<file path="src/rtl/led_panel_sequencer_pkg.sv">
// Shared types and widths for the LED panel sequencer slice.
// FSM state enum plus frame and PWM data widths.
package led_panel_pkg;

    localparam int FRAME_W = 32;
    localparam int PWM_W   = 8;

    typedef enum logic [2:0] {
        IDLE,
        SHIFT_LO,
        SHIFT_HI,
        LATCH_HI,
        LATCH_LO
    } seq_state_t;

endpackage

</file>
<file path="src/rtl/led_panel_sequencer_if.sv">
// Frame request, brightness and LED chain pins of the sequencer.
// master = frame requester / board side, slave = sequencer.
interface led_panel_sequencer_if;
    import led_panel_pkg::*;

    logic [FRAME_W-1:0] frame_data;
    logic               frame_valid;
    logic               frame_ready;
    logic [PWM_W-1:0]   brightness;
    logic               DS;
    logic               SHCP;
    logic               STCP;
    logic               OE;
    logic               busy;
    logic               done;

    modport master (
        output frame_data, frame_valid, brightness,
        input  frame_ready, DS, SHCP, STCP, OE, busy, done
    );

    modport slave (
        input  frame_data, frame_valid, brightness,
        output frame_ready, DS, SHCP, STCP, OE, busy, done
    );

endinterface

</file>
<file path="src/rtl/led_panel_sequencer_pwm.sv">
// Free-running 8-bit PWM driving the active-low OE; 1-cycle registered output.
// No backpressure; brightness is only adopted at the 255->0 wrap.
module led_pwm_gen
    import led_panel_pkg::*;
(
    input  logic             clk,
    input  logic             rst,
    input  logic [PWM_W-1:0] brightness,
    output logic             oe
);

    logic [PWM_W-1:0] cnt;
    logic [PWM_W-1:0] active_brightness;
    logic [PWM_W-1:0] cnt_nxt;
    logic [PWM_W-1:0] act_nxt;

    always_comb begin
        cnt_nxt = cnt + 1'b1;
        act_nxt = active_brightness;
        if (cnt == {PWM_W{1'b1}}) begin
            act_nxt = brightness;
        end
    end

    // OE is registered from next-cycle values so it lines up with the counter.
    always_ff @(posedge clk) begin
        if (!rst) begin
            cnt               <= '0;
            active_brightness <= '0;
            oe                <= 1'b1;
        end else begin
            cnt               <= cnt_nxt;
            active_brightness <= act_nxt;
            oe                <= !(cnt_nxt < act_nxt);
        end
    end

endmodule

</file>
<file path="src/rtl/led_panel_sequencer.sv">
// Serialises a 32-bit frame MSB-first into a 74HC595-style chain, then latches it.
// Latency: handshake to done = 66*CLK_DIV cycles; frame_ready low while busy.
module led_panel_sequencer
    import led_panel_pkg::*;
#(
    parameter int CLK_DIV = 2
) (
    input  logic                 clk,
    input  logic                 rst,
    led_panel_sequencer_if.slave bus
);

    localparam logic [7:0] DIV_LAST = 8'(CLK_DIV - 1);

    seq_state_t         state;
    logic [FRAME_W-1:0] shreg;
    logic [4:0]         bit_idx;
    logic [7:0]         div_cnt;
    logic               ds_q;
    logic               shcp_q;
    logic               stcp_q;
    logic               done_q;
    logic               busy_q;
    logic               ready_q;
    logic               oe_q;

    always_ff @(posedge clk) begin
        if (!rst) begin
            state   <= IDLE;
            shreg   <= '0;
            bit_idx <= '0;
            div_cnt <= '0;
            ds_q    <= 1'b0;
            shcp_q  <= 1'b0;
            stcp_q  <= 1'b0;
            done_q  <= 1'b0;
            busy_q  <= 1'b0;
            ready_q <= 1'b0;
        end else begin
            done_q <= 1'b0;
            case (state)
                IDLE: begin
                    ready_q <= 1'b1;
                    busy_q  <= 1'b0;
                    ds_q    <= 1'b0;
                    shcp_q  <= 1'b0;
                    stcp_q  <= 1'b0;
                    div_cnt <= '0;
                    if (bus.frame_valid && ready_q) begin
                        shreg   <= bus.frame_data;
                        bit_idx <= 5'd31;
                        ds_q    <= bus.frame_data[FRAME_W-1];
                        ready_q <= 1'b0;
                        busy_q  <= 1'b1;
                        state   <= SHIFT_LO;
                    end
                end
                SHIFT_LO: begin
                    if (div_cnt == DIV_LAST) begin
                        div_cnt <= '0;
                        shcp_q  <= 1'b1;
                        state   <= SHIFT_HI;
                    end else begin
                        div_cnt <= div_cnt + 8'd1;
                    end
                end
                SHIFT_HI: begin
                    if (div_cnt == DIV_LAST) begin
                        div_cnt <= '0;
                        shcp_q  <= 1'b0;
                        // DS only moves together with the SHCP falling edge.
                        if (bit_idx == 5'd0) begin
                            ds_q   <= 1'b0;
                            stcp_q <= 1'b1;
                            state  <= LATCH_HI;
                        end else begin
                            bit_idx <= bit_idx - 5'd1;
                            shreg   <= {shreg[FRAME_W-2:0], 1'b0};
                            ds_q    <= shreg[FRAME_W-2];
                            state   <= SHIFT_LO;
                        end
                    end else begin
                        div_cnt <= div_cnt + 8'd1;
                    end
                end
                LATCH_HI: begin
                    if (div_cnt == DIV_LAST) begin
                        div_cnt <= '0;
                        stcp_q  <= 1'b0;
                        done_q  <= (CLK_DIV == 1);
                        state   <= LATCH_LO;
                    end else begin
                        div_cnt <= div_cnt + 8'd1;
                    end
                end
                LATCH_LO: begin
                    if (div_cnt == DIV_LAST) begin
                        div_cnt <= '0;
                        ready_q <= 1'b1;
                        busy_q  <= 1'b0;
                        state   <= IDLE;
                    end else begin
                        div_cnt <= div_cnt + 8'd1;
                        // Raise done so it occupies exactly the last LATCH_LO cycle.
                        done_q  <= (CLK_DIV > 1) && (div_cnt == DIV_LAST - 8'd1);
                    end
                end
                default: begin
                    state <= IDLE;
                end
            endcase
        end
    end

    led_pwm_gen u_pwm (
        .clk        (clk),
        .rst        (rst),
        .brightness (bus.brightness),
        .oe         (oe_q)
    );

    assign bus.DS          = ds_q;
    assign bus.SHCP        = shcp_q;
    assign bus.STCP        = stcp_q;
    assign bus.OE          = oe_q;
    assign bus.busy        = busy_q;
    assign bus.done        = done_q;
    assign bus.frame_ready = ready_q;

endmodule

</file>
<file path="src/flat_wrapper.sv">
// flat-port wrapper written by rule: the top's interface ports become plain ports
module led_panel_sequencer_flat import led_panel_pkg::*;
#(
    parameter int CLK_DIV = 2
)
  (clk, rst, bus_frame_data, bus_frame_valid, bus_brightness, bus_frame_ready, bus_DS, bus_SHCP, bus_STCP, bus_OE, bus_busy, bus_done);
  led_panel_sequencer_if bus_i ();
  input  logic clk;
  input  logic rst;
  input wire logic [$bits(bus_i.frame_data)-1:0] bus_frame_data;
  input wire logic [$bits(bus_i.frame_valid)-1:0] bus_frame_valid;
  input wire logic [$bits(bus_i.brightness)-1:0] bus_brightness;
  output wire logic [$bits(bus_i.frame_ready)-1:0] bus_frame_ready;
  output wire logic [$bits(bus_i.DS)-1:0] bus_DS;
  output wire logic [$bits(bus_i.SHCP)-1:0] bus_SHCP;
  output wire logic [$bits(bus_i.STCP)-1:0] bus_STCP;
  output wire logic [$bits(bus_i.OE)-1:0] bus_OE;
  output wire logic [$bits(bus_i.busy)-1:0] bus_busy;
  output wire logic [$bits(bus_i.done)-1:0] bus_done;
  assign bus_i.frame_data = bus_frame_data;
  assign bus_i.frame_valid = bus_frame_valid;
  assign bus_i.brightness = bus_brightness;
  assign bus_frame_ready = bus_i.frame_ready;
  assign bus_DS = bus_i.DS;
  assign bus_SHCP = bus_i.SHCP;
  assign bus_STCP = bus_i.STCP;
  assign bus_OE = bus_i.OE;
  assign bus_busy = bus_i.busy;
  assign bus_done = bus_i.done;
  led_panel_sequencer #(.CLK_DIV(CLK_DIV)) u_core (.clk(clk), .rst(rst), .bus(bus_i));
endmodule
</file>
<file path="config.mk">
export PLATFORM = sky130hd
export DESIGN_NAME = led_panel_sequencer_flat
export DESIGN_NICKNAME = d
export VERILOG_FILES = /design/src/rtl/led_panel_sequencer_pkg.sv /design/src/rtl/led_panel_sequencer_if.sv /design/src/rtl/led_panel_sequencer_pwm.sv /design/src/rtl/led_panel_sequencer.sv /design/src/flat_wrapper.sv
export SDC_FILE = /design/constraint.sdc
export NUM_CORES = 1
export LEC_CHECK = 0
export CORE_ASPECT_RATIO = 1.2
export CORE_MARGIN = 2
export CORE_UTILIZATION = 57
export CTS_BUF_LIST = sky130_fd_sc_hd__clkbuf_8
export CTS_CLUSTER_DIAMETER = 60
export DETAILED_ROUTE_END_ITERATION = 10
export HOLD_SLACK_MARGIN = 0.02
export PLACE_DENSITY = 0.84
export SKIP_LAST_GASP = 1
export SYNTH_ARGS = -nofsm -noshare
export SYNTH_HDL_FRONTEND = slang
export SYNTH_SLANG_ARGS = --single-unit
export TNS_END_PERCENT = 10
</file>
<file path="constraint.sdc">
create_clock -name clk -period 3 [get_ports clk]
set_clock_uncertainty 0.15 [all_clocks]
set_input_delay 0.3 -clock clk [delete_from_list [all_inputs] [get_ports clk]]
set_output_delay 0.3 -clock clk [all_outputs]
set_load 0.005 [all_outputs]
</file>
Word-level counts from Yosys, hierarchy flattened. Cells that the tools add are included.

Mux-type cells: 32. Equal/unequal tests: 13. Add/subtract/negate cells: 3. Bitwise gates (word level): 2. Order comparisons: 1. Reduce and logical (&&, ||, !) cells: 18.

Operators by type and width (count): 31-bit 2-to-1 mux (3); 31-bit one-hot mux with 2 select lines (1); 8-bit by 1-bit adder with 8-bit output, second input constant (2); 8-bit 2-to-1 mux (2); 8-bit one-hot mux with 2 select lines (1); 3-bit 2-to-1 mux (5); 5-bit 2-to-1 mux (3); 3-bit one-hot mux with 5 select lines (1); 2-bit by 1-bit inequality test with 1-bit output, second input constant (6); 5-bit one-hot mux with 2 select lines (1); 1-bit 2-to-1 mux (9); 8-bit by 1-bit == test with 1-bit output, second input constant (1); 8-bit == test, second input constant (1); 8-bit zero test (1); 8-bit < comparator (1); 4-bit AND reduction (2); 3-bit by 2-bit == test with 1-bit output, second input constant (2); 1-bit one-hot mux with 2 select lines (3); 1-bit one-hot mux with 3 select lines (2); 2-bit nonzero test (3); 3-bit nonzero test (2); 5-bit zero test (1); 5-bit AND reduction (1); 5-bit by 1-bit subtractor with 5-bit output, second input constant (1); other kinds (12) (14).

Input port bits: 43. Output and inout port bits: 7. Flip-flop bits (word level): 70.

Longest topological paths before layout. Gate-level depths: netlist (run 1).

Word-level depth: 4. Gate-level depth with buffers: 10. Depth with buffers taken out: 9.

Modules after synthesis. From an unflattened synthesis (run 1), not the netlist that was laid out.

Cells, all modules: 400. Area, all modules: 3534.6 sq um.

Modules (own cells, without submodules): led_panel_sequencer (seq. area each 1061.0 sq um, cells an instance 318, area each 2696.3 sq um, instances 1); led_pwm_gen (seq. area each 340.3 sq um, cells an instance 82, area each 838.3 sq um, instances 1).

Worst setup path before layout (run 1). Ideal clock, no wire load.

Path type: reg-to-reg. Start: register u_core.u_pwm.cnt[0]. End: register u_core.u_pwm.oe. Cell stages (with the launch flop): 11. Period minus slack after synthesis: 2.519 ns. Path buffers: 1. Data arrival time: 2.232 ns. Library setup time: 0.137 ns. Path slack: 0.481 ns. Cells stage by stage: dfxtp_1 -> ha_1 -> nand2_1 -> nor3_1 -> buf_2 -> mux2i_1 -> ha_1 -> a21oi_1 -> a21oi_1 -> a2111oi_0 -> o31ai_1.

Cells in the longest elaborated chain, start to end: 4. Elaborated cells between the ends (all ways): 5.

RTL lines: start, declared (line led_panel_sequencer_pwm.sv:12) `logic [PWM_W-1:0] cnt;`; start signal, assigned (line led_panel_sequencer_pwm.sv:32) `cnt <= cnt_nxt;`; parallel branches: the longest is 2 deep, another holds 8-bit by 1-bit adder with 8-bit output; 8-bit < comparator (*) (line led_panel_sequencer_pwm.sv:34) `oe <= !(cnt_nxt < act_nxt);`; 1-bit zero test (*) (line led_panel_sequencer_pwm.sv:34); end signal, assigned (line led_panel_sequencer_pwm.sv:34); end, declared (line led_panel_sequencer_pwm.sv:9) `output logic oe`.

Mark *: on every way between the ends. A chain may end at the register's enable or synchronous reset.

Worst setup path after layout (run 1). Ends and elaborated chain as after synthesis.

==> results of run 1 <==
[routing by layer]
metal	global-route usage, %	part of all wire, %
met1	27.1	44
met2	40.1	50
met3	4.20	4.2
met4	11.8	1.4
met5	0	0
[final timing paths]
| check | startpoint | to | cells after the start | slack (ns) |
|---|---|---|---|---|
| worst max-delay path | u_core.u_pwm.cnt[0] | u_core.u_pwm.oe | 10 | 0.22 |
| worst min-delay path | u_core.bus.DS | u_core.bus.DS | 2 | 0.31 |
| worst max register to register | u_core.u_pwm.cnt[0] | u_core.u_pwm.oe | 10 | 0.22 |
| worst min register to register | u_core.bus.DS | u_core.bus.DS | 2 | 0.31 |
[power by group]
part           leakage (nW)  switching (mW)  internal, mW
clock network         0.113           0.349         0.472
logic                 0.858           0.149         0.164
registers             0.571          0.0371         0.981
[state kept, by name, summed over array words and instances, names as in the netlist, 3 cells and up]
signal and flops:
u_core.shreg 31, u_core.div_cnt 8, u_core.u_pwm.active_brightness 8, u_core.u_pwm.cnt 8
u_core.bit_idx 5, u_core.state 3
[cell families (layout without fill, tap and decap cells)]
group | after synthesis | count (layout) | synth area share, %
AO/OA/AOI/OAI | 77 | 77 | 22.0
XOR/XNOR | 8 | 8 | 1.98
adder cells (fa/ha/maj) | 12 | 12 | 4.24
buffers and inverters | 39 | 86 | 5.34
flip-flops | 70 | 70 | 39.6
multiplexers | 10 | 10 | 2.83
AND/OR/NAND/NOR | 179 | 179 | 24.0
[worst reg2reg max path: cells and delay by family, from the launching register on]
| kind | cells | cell delay [ns] |
|---|---|---|
| AOI/OAI and AO/OA | 4 | 0.81 |
| adders and majority gates | 2 | 0.54 |
| DFF | 1 | 0.39 |
| buffers and inverters | 1 | 0.24 |
| and+or+nand+nor | 2 | 0.23 |
| muxes | 1 | 0.28 |
[layout by cell type (no fill, tap or decap), types with 2 or more instances in the layout]
cell / netlist / layout
nand2_1: 77 / 77
clkdlybuf4s50_1: 0 / 49
nor2_1: 20 / 19
and4_1: 2 / 2
nor4_1: 2 / 2
and2_1: 9 / 9
a41oi_1: 2 / 2
nand3_1: 11 / 11
clkbuf_8: 0 / 13
nor3b_1: 6 / 5
xor2_1: 4 / 4
inv_1: 6 / 7
a22o_1: 2 / 2
a211oi_1: 6 / 6
nor4b_1: 2 / 2
o21ai_0: 8 / 8
ha_1: 12 / 12
o21a_1: 4 / 4
o2bb2ai_1: 2 / 2
nor3_1: 37 / 37
buf_4: 0 / 14
o31ai_1: 2 / 2
and3_1: 2 / 2
a311oi_2: 29 / 29
nand4_1: 3 / 3
dfxtp_1: 70 / 69
a21oi_1: 8 / 8
o22a_1: 2 / 2
mux2i_1: 10 / 10
xnor2_1: 4 / 4
a311oi_1: 2 / 2
o311ai_0: 2 / 2
[per-stage QoR]
step	setup TNS [ns]	std cells	setup slack [ns]	utilization, %
3_5_place_dp	0	508	0.102	67.9
3_3_place_gp	0	508	0.430	67.9
6_report	0	524	0.216	71.6
5_1_grt	-0.0326	524	-0.0326	71.6
2_1_floorplan	0	395	0.481	-
4_1_cts	0	524	0.0685	71.5
[final cells by class]
cell class / instances / area (µm²)
Tap cell: 82 / 103
Fill cell: 454 / 1710
Timing Repair Buffer: 63 / 596
Clock inverter: 3 / 41.3
Multi-Input combinational cell: 286 / 1960
Sequential cell: 70 / 1400
Inverter: 7 / 26.3
Clock buffer: 13 / 179
==> impl_results.md, run 1 <==
* Status: complete, no violations
* Final Setup Violations at 0
* WL per Instance at roughly 14 µm
* Iteration count of the initial detailed-routing pass at 4
* Mapped Area at 0.00354 mm²
* Most common cell in the netlist: nand2_1
* Top cells by count, synth: 77 x nand2_1, 70 x dfxtp_1, 37 x nor3_1
* Slowest-stage cell, CP: a2111oi_1
* Vias at 3008
* Pin count of the biggest net entering global routing at 36
* Critical path class: reg2reg
* Pwr Total at ~2.2 mW
* Initial antenna violation count at 0
* Die Span Y at 90.3 µm
* Number of synthesized flops with an enable pin at 0
* Slew headroom at a little under three fifths
* Post-CTS Resized at 0
* Placed Area at between 0.004 and 0.005 mm²
* Syn nets at 450
* Grt ovf at 0
* DIE AREA at 0.00685 mm²
* Hold Buf Count CTS at 0
* CP max FO at 9
* Worst EP required at around 3.1 ns
* Period utilisation layout at 92.8%
* I/O pin count at 50
* Pwr dens at 500 mW/mm²
* Async SR Flop Fraction at 0%
* CORE AREA at around 0.0060 mm²
* CTS clock-pin slew for the worst setup and hold paths at ~0.08 ns
* DRC at 0
* Top_reg_cell synth: dfxtp_1
* Vias in the first global route at slightly above 3000
* Diode count at 0
* FF+latch count, synth at 70
* Post-Syn Instances at 395
* CP arrival at 2.85 ns
* Post-CTS repair timing setup buffer count at 0
* DRT antenna net count at 0
* CP max stage delay at between 0.4 and 0.5 ns
* Worst-path cell chain: ha_1 -> nand2_1 -> nor3_1 -> buf_4 -> mux2i_1 -> ha_1 -> a21oi_1 -> a21oi_1 -> a2111oi_1 -> o31ai_1
* Starting DRC count in detailed routing at approximately 200
* Max-cap violations at 0
* Main area contributors after synthesis: dfxtp_1 40%, a311oi_2 12%, nand2_1 8.2%
* Dpl hpwl at about 5.1 mm
* GP Congestion at 0.800
* Layout Nets at between 400 and 500
* Total GRT Usage at a little under a quarter
* Worst Setup Start Kind: flip-flop
* CTS tree: done
* Unique masters post-synth at between 40 and 50
* PortBufs at 49
* Final max-slew violation count at 0
* Final min period at approximately 2.8 ns
* Hold Fails Final Rpt at 0
* Leakage power at around 1.5 nW
* Die span in x at 75.9 µm
* Vias per cell at 5.74
* Area Overhead vs Synth at 21.6%
* Worst Setup End Kind: flip-flop
* Synth Area per Inst at between 8 and 9 µm²
* Initial Utilization at about three fifths
* H-tree Lvls at 3
* CTS buffer count at 9
* Longest Clk Path Bufs at 2
* YS warnings at 0
* Worst-margin pin slew at between 0.6 and 0.7 ns
* Synth top area share at between 30% and 40%
* Highest clock rate at 359 MHz
* Register area share after synthesis at about 40%
* Hold WS at roughly 0.31 ns
* VDD IR-drop max at ~400 µV
* Post-synth top area cell: dfxtp_1
* FP Rows at 31
* DRT Wirelength at approximately 7.5 mm
* Worst path bufs/invs at 1
* CTS root buffer: clkbuf_8
* Clk sinks at 70
* Share of cells above drive strength 1 at around 15%
* First-pass GRT wire length at 13.2 mm
* Crit path max-delay family: compound AO/OA/AOI/OAI gates
* Worst-Skew Late Latency at about 0.35 ns
* Finished Cell Area at around 0.0043 mm²
* Worst min path class: reg2reg
(Power assumes the default switching activity.)
==> inputs of run 2 (changes only) <==
--- a/config.mk
+++ b/config.mk
@@ -5,6 +5,7 @@
 export SDC_FILE = /design/constraint.sdc
 export NUM_CORES = 1
 export LEC_CHECK = 0
+export ABC_AREA = 0
 export CORE_ASPECT_RATIO = 1.2
 export CORE_MARGIN = 2
 export CORE_UTILIZATION = 57
@@ -14,6 +15,7 @@
 export HOLD_SLACK_MARGIN = 0.02
 export PLACE_DENSITY = 0.84
 export SKIP_LAST_GASP = 1
+export SLEW_MARGIN = 20
 export SYNTH_ARGS = -nofsm -noshare
 export SYNTH_HDL_FRONTEND = slang
 export SYNTH_SLANG_ARGS = --single-unit
==> results of run 2 <==
The final DEF is identical to that of run 1; final timing and power are the same.
==> inputs of run 3 (changes only) <==
--- a/config.mk
+++ b/config.mk
@@ -8,12 +8,12 @@
 export ABC_AREA = 0
 export CORE_ASPECT_RATIO = 1.2
 export CORE_MARGIN = 2
-export CORE_UTILIZATION = 57
+export CORE_UTILIZATION = 60
 export CTS_BUF_LIST = sky130_fd_sc_hd__clkbuf_8
-export CTS_CLUSTER_DIAMETER = 60
 export DETAILED_ROUTE_END_ITERATION = 10
+export DONT_BUFFER_PORTS = 1
 export HOLD_SLACK_MARGIN = 0.02
-export PLACE_DENSITY = 0.84
+export PLACE_DENSITY = 0.77
 export SKIP_LAST_GASP = 1
 export SLEW_MARGIN = 20
 export SYNTH_ARGS = -nofsm -noshare
==> impl_results.md, run 3 (synthesis results as in run 1) <==
* Clk sinks at 70
* Min-Delay Startpoint: bus_frame_data[17]
* Busiest layer in global routing: met2
* Grt ovf at 0
* GP Congestion at 0.859
* Layout Nets at 476
* Iteration count of the initial detailed-routing pass at 4
* Pwr Total at around 2.1 mW
* Diode count at 0
* I/O pin count at 50
* Worst Setup End Kind: flip-flop
* Initial antenna violation count at 0
* Final Setup Violations at 0
* CP max FO at 9
* Starting DRC count in detailed routing at 249
* Sum of negative setup slack at 0 ns
* CP arrival at about 2.8 ns
* FP Rows at 30
* Grt met2 use at 42.9%
* Vias in the first global route at around 2800
* Flop pwr share at 49.0%
* Die span in x at around 74 µm
* Worst min path class: in2reg
* DRT Wirelength at approximately 7.8 mm
* Global routing usage on met3 at roughly 6.0%
* Final max-slew violation count at 0
* Status: complete, no violations
* Placed Area at roughly 0.0036 mm²
* Period utilisation layout at 91.2%
* Most flops, register: u_core.shreg
* DIE AREA at roughly 0.0065 mm²
* Worst-path cell chain: ha_1 -> nand2_1 -> nor3_1 -> buf_4 -> mux2i_1 -> ha_1 -> a21oi_1 -> nand2_1 -> a2111oi_0 -> o31ai_1
* Internal Power at ~1.6 mW
* Total GRT Usage at around a quarter
* Finished Cell Area at between 0.004 and 0.005 mm²
* CTS tree: done
* CTS root buffer: clkbuf_8
* RSZ-0062 raised after global routing: false
* DRC at 0
* Leakage power at roughly 1.5 nW
* VDD IR-drop max at slightly above 400 µV
* Reg2Reg Setup Slack at 0.26 ns
* Post-CTS Resized at 0
* Reg-to-reg endpoint: u_core.u_pwm.oe
* Vias per cell at 6.00
* Net Switching at between 0.5 and 0.6 mW
* Most frequent cells in the layout: 77 x nand2_1, 70 x dfxtp_1, 37 x nor3_1, 37 x dlygate4sd3_1, 29 x a311oi_2
* Sw frac at between 20% and 30%
* Worst-Skew Late Latency at around 0.33 ns
* Most common cell after layout, fill and taps aside: nand2_1
* R2R cell count at 10
* Dpl hpwl at around 4.7 mm
* Critical path class: reg2reg
* Hold WS at roughly 0.036 ns
* Max reg flops at 31
* First-pass GRT wire length at between 10 and 15 mm
* Highest clock rate at 366 MHz
* Final min period at roughly 2.7 ns
* Initial Utilization at 62.4%
* Worst-margin pin slew at ~0.64 ns
* CTS clock-pin slew for the worst setup and hold paths at 0.07 ns
* PortBufs at 0
* Longest Clk Path Bufs at 2
* Worst setup startpoint: u_core.u_pwm.cnt[0]
* Crit Reg-Reg Startpoint: u_core.u_pwm.cnt[0]
* M1 GR Usage at roughly 32%
* WL per Instance at ~15 µm
* Hold Fails Final Rpt at 0
* Vias at just over 3000
* Pwr dens at between 500 and 600 mW/mm²
* Slew headroom at between 50% and 60%
* CP max stage delay at 0.42 ns
* Worst Setup Start Kind: flip-flop
* Max-cap violations at 0
* Clock power share at between 30% and 40%
* Worst EP required at between 3 and 4 ns
* Share of cells above drive strength 1 at 14.1%
* Worst Hold Path Cells at 2
* Comb power frac at 13.6%
* Pin count of the biggest net entering global routing at between 40 and 50
* DRT antenna net count at 0
* WHS Endpoint: u_core.shreg[17]
* H-tree Lvls at 3
* CORE AREA at 0.00567 mm²
* CTS buffer count at 9
* Die Span Y at 88.1 µm
* Area Overhead vs Synth at 16.9%
* Slowest-stage cell, CP: dfxtp_1
==> run 3: cell count changes in the layout (fill, tap and decap cells not counted) <==
cell,previous run,this run
a2111oi_0,0,1
buf_4,14,10
clkinv_2,0,1
a2111oi_1,1,0
clkdlybuf4s50_1,49,0
dlygate4sd3_1,0,37
clkbuf_8,13,12
dfxtp_2,1,0
inv_1,7,6
dfxtp_1,69,70
==> run 3: metrics by stage <==
step	instances	util, %	setup WS, ns
floorplan	395	-	0.481
global placement	453	62.8	0.426
detailed placement	453	62.8	0.294
CTS	505	73.0	0.270
global route	505	73.0	0.0413
finish	505	73.0	0.264
==> run 3: area by class of cell <==
cell class / count / area (µm²)
clock inverter: 3 / 42.5
clock buffer: 12 / 165
tap: 80 / 100
multi-input combinational: 286 / 1950
sequential: 70 / 1400
inverter: 7 / 26.3
fill: 431 / 1530
timing repair buffer: 47 / 445
==> run 3: worst max path at each step <==
stage                           end  slack (ns)  depth (start not counted)
floorplan           u_core.u_pwm.oe        0.48                         10
global placement    u_core.u_pwm.oe        0.43                         10
detailed placement  u_core.u_pwm.oe        0.29                         10
CTS                 u_core.u_pwm.oe        0.27                         10
global route        u_core.u_pwm.oe        0.04                         10
finish              u_core.u_pwm.oe        0.26                         10
==> run 3: repair_timing <==
action                     in CTS  in global routing
hold endpoints to repair       55                  0
buffers inserted                0                  0
setup endpoints to repair       0                  0
hold buffers                   37                  0
==> run 3: routing by layer <==
layer | wire length, µm | up-vias | part of all wire, %
li1 | - | 1490 | -
met1 | 3440 | 1465 | 44
met2 | 3920 | 66 | 50
met3 | 298 | 10 | 3.8
met4 | 98 | 0 | 1.3
met5 | 0 | - | 0
==> run 3: worst max-delay path, delay by kind of cell (launching register included) <==
family	cells	cell delay, ns
AO/OA/AOI/OAI	3	0.66
buffers and inverters	1	0.23
flip-flops	1	0.42
multiplexers	1	0.28
adder cells (fa/ha/maj)	2	0.57
AND/OR/NAND/NOR	3	0.29
==> run 3: power by group through the flow <==
stage / clock network (mW) / logic, mW / registers [mW]
floorplan: 0 / 0.214 / 1.03
global placement: 0 / 0.232 / 1.04
detailed placement: 0 / 0.239 / 1.04
CTS: 0.795 / 0.281 / 1.02
global route: 0.830 / 0.314 / 1.02
finish: 0.779 / 0.283 / 1.02
